## src/rtl/debouncer.sv

```systemverilog
// rtl/debouncer.sv - push-button debouncer with clean level and press/release strobes
module debouncer #(
  parameter int DEBOUNCE_CYCLES = 200,
  parameter int CNT_WIDTH       = 16
) (
  input  logic clk,
  input  logic reset,
  input  logic PB,
  output logic PB_state,
  output logic PB_down,
  output logic PB_up
);

  // Terminal count: the mismatch run that reaches this value commits the new level.
  localparam logic [CNT_WIDTH-1:0] CNT_LAST = CNT_WIDTH'(DEBOUNCE_CYCLES - 1);
  localparam logic [CNT_WIDTH-1:0] CNT_ONE  = CNT_WIDTH'(1);

  logic                 sync1;
  logic                 sync2;
  logic [CNT_WIDTH-1:0] cnt;

  // Two-flop synchroniser; only sync2 is allowed to reach the debounce logic.
  always_ff @(posedge clk) begin
    if (!reset) begin
      sync1 <= 1'b0;
      sync2 <= 1'b0;
    end else begin
      sync1 <= PB;
      sync2 <= sync1;
    end
  end

  // Count consecutive mismatch cycles; any return to the current level restarts the run.
  always_ff @(posedge clk) begin
    if (!reset) begin
      cnt      <= '0;
      PB_state <= 1'b0;
      PB_down  <= 1'b0;
      PB_up    <= 1'b0;
    end else if (sync2 == PB_state) begin
      cnt     <= '0;
      PB_down <= 1'b0;
      PB_up   <= 1'b0;
    end else if (cnt != CNT_LAST) begin
      cnt     <= cnt + CNT_ONE;
      PB_down <= 1'b0;
      PB_up   <= 1'b0;
    end else begin
      // Strobes are registered alongside the level so they coincide with its first new cycle.
      cnt      <= '0;
      PB_state <= ~PB_state;
      PB_down  <= ~PB_state;
      PB_up    <= PB_state;
    end
  end

endmodule

```

## config.mk

```make
export PLATFORM = sky130hd
export DESIGN_NAME = debouncer
export DESIGN_NICKNAME = d
export VERILOG_FILES = /design/src/rtl/debouncer.sv
export SDC_FILE = /design/constraint.sdc
export NUM_CORES = 1
export LEC_CHECK = 0
export ABC_CLOCK_PERIOD_IN_PS = 1800
export CAP_MARGIN = 20
export CELL_PAD_IN_SITES_DETAIL_PLACEMENT = 1
export CELL_PAD_IN_SITES_GLOBAL_PLACEMENT = 1
export CORE_MARGIN = 3
export CORE_UTILIZATION = 46
export CTS_BUF_LIST = sky130_fd_sc_hd__clkbuf_8
export CTS_CLUSTER_SIZE = 16
export DETAILED_ROUTE_END_ITERATION = 16
export HOLD_SLACK_MARGIN = 0.05
export PLACE_DENSITY = 0.9
export SETUP_SLACK_MARGIN = 0.1
export SYNTH_ARGS = -nofsm -noshare
export SYNTH_HDL_FRONTEND = slang
export SYNTH_SLANG_ARGS = --single-unit
```

## constraint.sdc

```tcl
create_clock -name clk -period 1.8 [get_ports clk]
set_input_delay 0.45 -clock clk [delete_from_list [all_inputs] [get_ports clk]]
set_output_delay 0.45 -clock clk [all_outputs]
set_load 0.1 [all_outputs]
```

**Word level (Yosys, flattened, before mapping)**

Index checks and enable logic that the tools add are counted.

- Flip-flop bits (word level): 21
- Input port bits: 3
- Output and inout bits: 3
- Logic and storage cells: 16

- $add $sub $neg: 1
- Equality and inequality tests: 2
- Bitwise operators: 4
- Reduce and logical (&&, ||, !) cells: 3

Operators with widths:

| cell | number |
|---|---|
| adder 16 x 1 -> 16 bit (second input constant) | 1 |
| != test 16 x 8 -> 1 bit (second input constant) | 1 |
| OR reduction 3 bit | 2 |
| inverter 1 bit | 4 |
| AND reduction 2 bit | 1 |
| == test 1 bit | 1 |

**Depth between registers and ports, before layout**

Gate-level depths: netlist of the first run.

- Depth after elaboration: 3
- Mapped depth: 6
- Mapped depth without buffers: 5

**Least setup slack after synthesis of the first run**

OpenSTA, ideal clock, no wires.

- Path kind: reg2reg
- Start point: reg PB_state
- End point: reg cnt[12]
- Setup time: 64 ps
- Arrival time: 1659 ps
- Required time: 1736 ps
- Path slack: 77 ps
- Stages on the path, launching flop included: 5
- Buffers on the path: 1
- Period minus slack after synthesis: 1723 ps
- Cells stage by stage: dfxtp_1 -> xor2_1 -> nand3_2 -> buf_6 -> nor2_1

- Longest elaborated chain between the ends: 2

Ends and longest elaborated chain:

| element | RTL line | text |
|---|---|---|
| start: declaration | 9 | `output logic PB_state,` |
| start signal: assignment | 51 | `PB_state <= ~PB_state;` |
| == test 1 bit | 40 | `end else if (sync2 == PB_state) begin` |
| OR reduction 3 bit (no line) | -- |  |
| end signal: assignment | 45 | `cnt <= cnt + CNT_ONE;` |
| end: declaration | 20 | `logic [CNT_WIDTH-1:0] cnt;` |

Every way passes these cells.
A chain may end at the register's enable or synchronous reset.

**Worst setup path in the final report of the first run**

- Start point: reg cnt[0]
- End point: reg PB_state

- Longest elaborated chain between the ends: 3

Ends and longest elaborated chain:

| element | RTL line | text |
|---|---|---|
| != test 16 x 8 -> 1 bit | 44 | `end else if (cnt != CNT_LAST) begin` |
| inverter 1 bit (no line) | -- |  |
| AND reduction 2 bit (no line) | -- |  |

Every way passes these cells.

==> flow_summary.toml, run 1 <==
[status]
status = "finished, final reports clean"

[timing]
finalClockSkew_ps = 5.726
slew_viol_final = 0
fin_crit_sh = 0.9051
hold_viol_final = 0
relSlewSlack = 0.6433
fin_crit_ps = 1629
fmaxAchievable_mhz = 613.8
setup_tns_ps = 0
rsz0062_at_grt = "yes"
hold_slack_ps = 488.3
report.final.setup_viol = 0
tightest_slew_ps = 533.2

[global_route]
grt_max_degree = 17
antenna_found_initial = 0
grt_pass1_vias = 740
grt.overflow.total = 0
grt_usage = 0.1937
grt_pass1_wl_mm = 3.574

[route]
post_drt_wl_per_cell_um = 16.41
drc = 0
viasPerCell = 5.608
antenna_left = 0
firstDrtPassIters = 4
vias = 729
wl_mm = 2.133
detail_route.iter0.violations = 16

[floorplanning]
die_area_um2 = 2519
start_util = 0.5039
die_h_um = 50.19
rows = 15
core-area_um2 = 1783
die_w_um = 50.19
pin_count = 6

[min_path]
worstHoldEndpoint = "sync2"
whs_path_depth = 1
hp-class = "reg2reg"
min-delay-start = "sync1"

[cells_and_area]
nFillCells = 198
antennaDiodeCount = 0
nets = 110
stdcell_count = 130
syn_to_final_growth_pct = 22.84
drive_above_1_share = 0.2000

[clocking]
cts_sinks = 21
ctsHoldBuffers = 0
root_buffer = "clkbuf_8"
cts_max_level = 1
cts_tree = "built"
cts.clk_slew.worst_paths_ps = 80
clk_latency_ps = 260
cts_buffers = 3
cts_buffer_depth = 2

[placement]
post-dp-hpwl_mm = 1.438
port_buffers = 5
gp_congestion = 0.8193
numPlacedInstances = 124

[yosys]
synth_top_area_frac = 0.4680
yosysWarnings = 0
ys_seq_area_frac = 0.4680
synthTopCellsByArea = "dfxtp_1 47%, xnor2_1 6.8%, nor2_1 5.8%"
syn_inst = 94
synth_largest_area_cell = "dfxtp_1"
yosysUniqueCellTypes = 25
synth_seq_cells = 21
syn_area_um2 = 898.4
avgSynthCellArea_um2 = 9.557
syn_nets = 98

[critical_path]
rr_endpoint = "PB_state"
cp_data_arrival_time_ps = 1790
startpoint_type = "flop"
crit_required_ps = 1960
worstSetupPathType = "reg2reg"
r2r_setup_slack_ps = 170
rr_startpoint = "cnt[0]"
worst_r2r_path_depth = 6
crit_fanout = 6
cp-end-kind = "flop"

[job]
cap_violations = 0

[power]
p_leak_nw = 0.3648
power_density_nw_per_um2 = 724.6
peakVddDrop_uv = 690.4
[layer usage]
layer | routed length, um | GRT usage | share of wire
met5 | 0 | 0 | 0
met4 | 46 | 0.09677 | 0.022
met3 | 84 | 0.06528 | 0.039
met2 | 1117 | 0.3130 | 0.52
met1 | 885 | 0.2263 | 0.41
[timing repair]
| action | CTS | global route |
|---|---|---|
| endpoints found under the setup margin | 1 | 16 |
| pin swaps | 0 | 2 |
| gates resized for setup | 1 | 4 |
| cloned | 0 | 1 |
| endpoints found under the hold margin | 0 | 0 |
| buffers inserted | 0 | 1 |
[stage by stage]
stage | worst slack, ps | cell area (um^2) | util | power (mW)
6_report | 170.7 | 1104 | 0.6189 | 0.7997
3_3_place_gp | 226.1 | 1007 | 0.5649 | 0.4916
4_1_cts | 131.9 | 1064 | 0.5965 | 0.8098
2_1_floorplan | 350.7 | 899.6 | - | 0.4862
3_5_place_dp | 128.1 | 1007 | 0.5649 | 0.4930
5_1_grt | 65.93 | 1104 | 0.6189 | 0.8294
[critical path, cell delays in order (launching register included)]
cell     delay (ps)
dfxtp_1         440
ha_2            280
and3_1          200
nand4_1         180
buf_4           220
mux2i_1         140
nor2b_1          60
[Yosys cell counts]
master   count
mux2i_1      1
nand4_1      4
and3_1       1
nor4_4       1
xor2_1       6
nand3_2      1
o21ai_0      1
nor2_1      14
and2_1       2
nor4_1       4
nor3_1       5
xnor2_1      7
ha_1         1
nand4_4      1
and3_2       1
inv_1        4
a21oi_1      2
and4_2       1
nand2_1      5
nor2b_1      1
buf_6        1
a31o_2       1
dfxtp_1     21
nor4b_2      1
nand3_1      7
[power by group]
group	leakage, nW	internal, mW	switching, mW
clock	0.0217	0.156	0.157
sequential	0.170	0.467	0.00206
combinational	0.173	0.00737	0.00963
[cells in the final DEF (no fill, tap or decap), drive strengths merged, types with 2 or more instances in the layout]
cell type / n
xor2: 6
buf: 5
nand3: 9
and2: 2
dfxtp: 21
nand4: 5
nor2: 14
inv: 4
nor4: 5
nor3: 5
a21oi: 2
clkbuf: 3
xnor2: 7
nand2: 5
and3: 2
clkdlybuf4s50: 2
[worst max path at each step]
stage / startpoint / to / slack (ps) / depth (start not counted)
global placement: cnt[0] / cnt[15] / 230 / 5
floorplan: cnt[0] / cnt[10] / 350 / 6
detailed placement: cnt[0] / cnt[15] / 130 / 5
CTS: cnt[0] / cnt[9] / 130 / 5
finish: cnt[0] / PB_state / 170 / 6
global route: cnt[0] / cnt[14] / 70 / 5
[area by class of cell]
cell class	instances	area, um^2	area share
well taps	25	31.28	0.02834
inverters	4	15.01	0.01361
clock buffers	3	41.29	0.03741
flip-flops and latches	21	421.7	0.3821
multi-input cells	69	491.7	0.4456
repair buffers	7	95.09	0.08617
clock inverters	1	7.507	0.006803
[registers in the layout, summed over array words and instances (netlist names)]
name / count
sync2: 1
sync1: 1
PB_state: 1
PB_up: 1
PB_down: 1
cnt: 16
[cell families (layout without fill, tap and decap cells)]
group                    count (synthesis)  after routing  synth area share
AO/OA/AOI/OAI                            4              4           0.02646
XOR/XNOR                                13             13            0.1267
adder cells (fa/ha/maj)                  1              1           0.01393
buffers and inverters                    5             15           0.02924
flip-flops                              21             21            0.4680
multiplexers                             1              1           0.01114
AND/OR/NAND/NOR                         49             50            0.3245
Note: power is estimated with default switching activity, not from simulation.
==> inputs of run 2 (changes only) <==
--- a/config.mk
+++ b/config.mk
@@ -17,6 +17,7 @@
 export HOLD_SLACK_MARGIN = 0.05
 export PLACE_DENSITY = 0.9
 export SETUP_SLACK_MARGIN = 0.1
+export SKIP_CTS_REPAIR_TIMING = 1
 export SYNTH_ARGS = -nofsm -noshare
 export SYNTH_HDL_FRONTEND = slang
 export SYNTH_SLANG_ARGS = --single-unit
==> run 2 against run 1 <==
  * Cell count shrank 0.77%
  * Fmax up 1.2%
  * Via count decreased by 1.1%
  * Combinational power is essentially flat
  * Sequential cell count is the same
  * Worst hold slack improved by 1.3 ps
  * Sequential power barely moved
  * Worst setup slack improved by 19 ps
  * Register-to-register slack improved by 20 ps
  * First-iteration DRC count is 31% lower
  * Routed wire length is 1.8% lower
  * Largest power group unchanged
==> flow_summary.toml, run 2 (same netlist as run 1, synthesis figures left out) <==
[status]
status = "finished, final reports clean"

[floorplanning]
start_util = 0.5039
die_w_um = 50.19
pin_count = 6
die_h_um = 50.19
rows = 15
core-area_um2 = 1783
die_area_um2 = 2519

[route]
viasPerCell = 5.589
detail_route.iter0.violations = 11
drc = 0
post_drt_wl_per_cell_um = 16.23
firstDrtPassIters = 4
vias = 721
highest_layer = "met4"
wl_met3_um = 59
antenna_left = 0
wl_mm = 2.094
dr_wl_met2_mm = 1.127
drt-met1-wl_um = 870

[min_path]
min-delay-start = "sync1"
hp-class = "reg2reg"

[timing]
tightest_slew_ps = 531.2
rsz0062_at_grt = "no"
fin_crit_sh = 0.8948
fin_ws_ps = 189.3
relSlewSlack = 0.6446
fin_crit_ps = 1611
report.final.setup_viol = 0
fmaxAchievable_mhz = 620.9
hold_viol_final = 0
slew_viol_final = 0
finalClockSkew_ps = 3.464
setup_tns_ps = 0

[clocking]
cts_buffers = 3
root_buffer = "clkbuf_8"
cts_max_level = 1
cts_tree = "built"
cts_buffer_depth = 2
cts_sinks = 21
clk_latency_ps = 260
cts.clk_slew.worst_paths_ps = 80

[cells_and_area]
mostFrequentLayoutCells = "18 x dfxtp_1, 14 x nor2_1, 7 x nand3_1, 7 x xnor2_1, 6 x xor2_1"
largest_register_ffs = 16
nets = 109
nFillCells = 196
final_common_cell = "dfxtp_1"
syn_to_final_growth_pct = 22.28
antennaDiodeCount = 0
top_register = "cnt"
drive_above_1_share = 0.2115

[power]
peakVddDrop_uv = 695.4
power_density_nw_per_um2 = 729.6
p_leak_nw = 0.3616

[placement]
gp_congestion = 0.8193
dp_slack_ps = 128.1
port_buffers = 5
post-dp-hpwl_mm = 1.438

[critical_path]
startpoint_type = "flop"
slowest_stage = "dfxtp_2"
crit_fanout = 8
crit_start = "cnt[0]"
critPathMaxStageDelay_ps = 390
worstSetupPathType = "reg2reg"
rr_startpoint = "cnt[0]"
cp-end-kind = "flop"
crit_required_ps = 1960
cp_data_arrival_time_ps = 1770
crit_chain = "ha_2, and3_1, nand4_1, nand3_4, nor2_1"

[global_route]
grt_pass1_wl_mm = 3.546
antenna_found_initial = 0
grt_max_degree = 17
grt_usage = 0.1912
grt.overflow.total = 0
grt_pass1_vias = 732

[job]
cap_violations = 0
run 2: layer usage:
metal	vias to the layer above	global-route usage
li1	351	-
met1	356	0.2301
met2	10	0.3130
met3	4	0.05935
met4	0	0.07834
met5	-	0
run 2: final cells by class:
cell class | count | area (um^2) | area share
clock buffers | 3 | 41.29 | 0.03759
flip-flops and latches | 21 | 424.2 | 0.3861
clock inverters | 1 | 7.507 | 0.006834
inverters | 4 | 15.01 | 0.01367
multi-input cells | 69 | 491.7 | 0.4476
repair buffers | 6 | 87.58 | 0.07973
well taps | 25 | 31.28 | 0.02847
run 2: worst max-delay path, delay by kind of cell (launching register included):
| kind | cells | cell delay, ps |
|---|---|---|
| adder cells (fa/ha/maj) | 1 | 250 |
| flip-flops | 1 | 390 |
| AND/OR/NAND/NOR | 4 | 850 |
run 2: worst paths after layout:
path	slack [ps]	endpoint	depth (start not counted)
min reg2reg	490	sync2	1
max	190	cnt[9]	5
max reg2reg	190	cnt[9]	5
min	490	sync2	1
run 2: power breakdown:
part | switching, mW | total, mW | internal [mW]
combinational | 0.00956 | 0.0169 | 0.00737
sequential | 0.00215 | 0.469 | 0.467
clock | 0.159 | 0.315 | 0.156
run 2: per-stage QoR:
stage	hold slack, ps	std cells	cell area [um^2]	power, mW	util
finish	489.6	129	1099	0.8015	0.6161
floorplan	411.8	94	899.6	0.4862	-
global placement	422.5	124	1007	0.4916	0.5649
CTS	501.2	128	1056	0.8088	0.5923
global route	501.5	129	1099	0.8326	0.6161
detailed placement	475.6	124	1007	0.4930	0.5649
==> inputs of run 3 (changes only) <==
--- a/config.mk
+++ b/config.mk
@@ -6,7 +6,6 @@
 export NUM_CORES = 1
 export LEC_CHECK = 0
 export ABC_CLOCK_PERIOD_IN_PS = 1800
-export CAP_MARGIN = 20
 export CELL_PAD_IN_SITES_DETAIL_PLACEMENT = 1
 export CELL_PAD_IN_SITES_GLOBAL_PLACEMENT = 1
 export CORE_MARGIN = 3
==> results of run 3 <==
The final DEF is identical to that of run 2; final timing and power are the same.
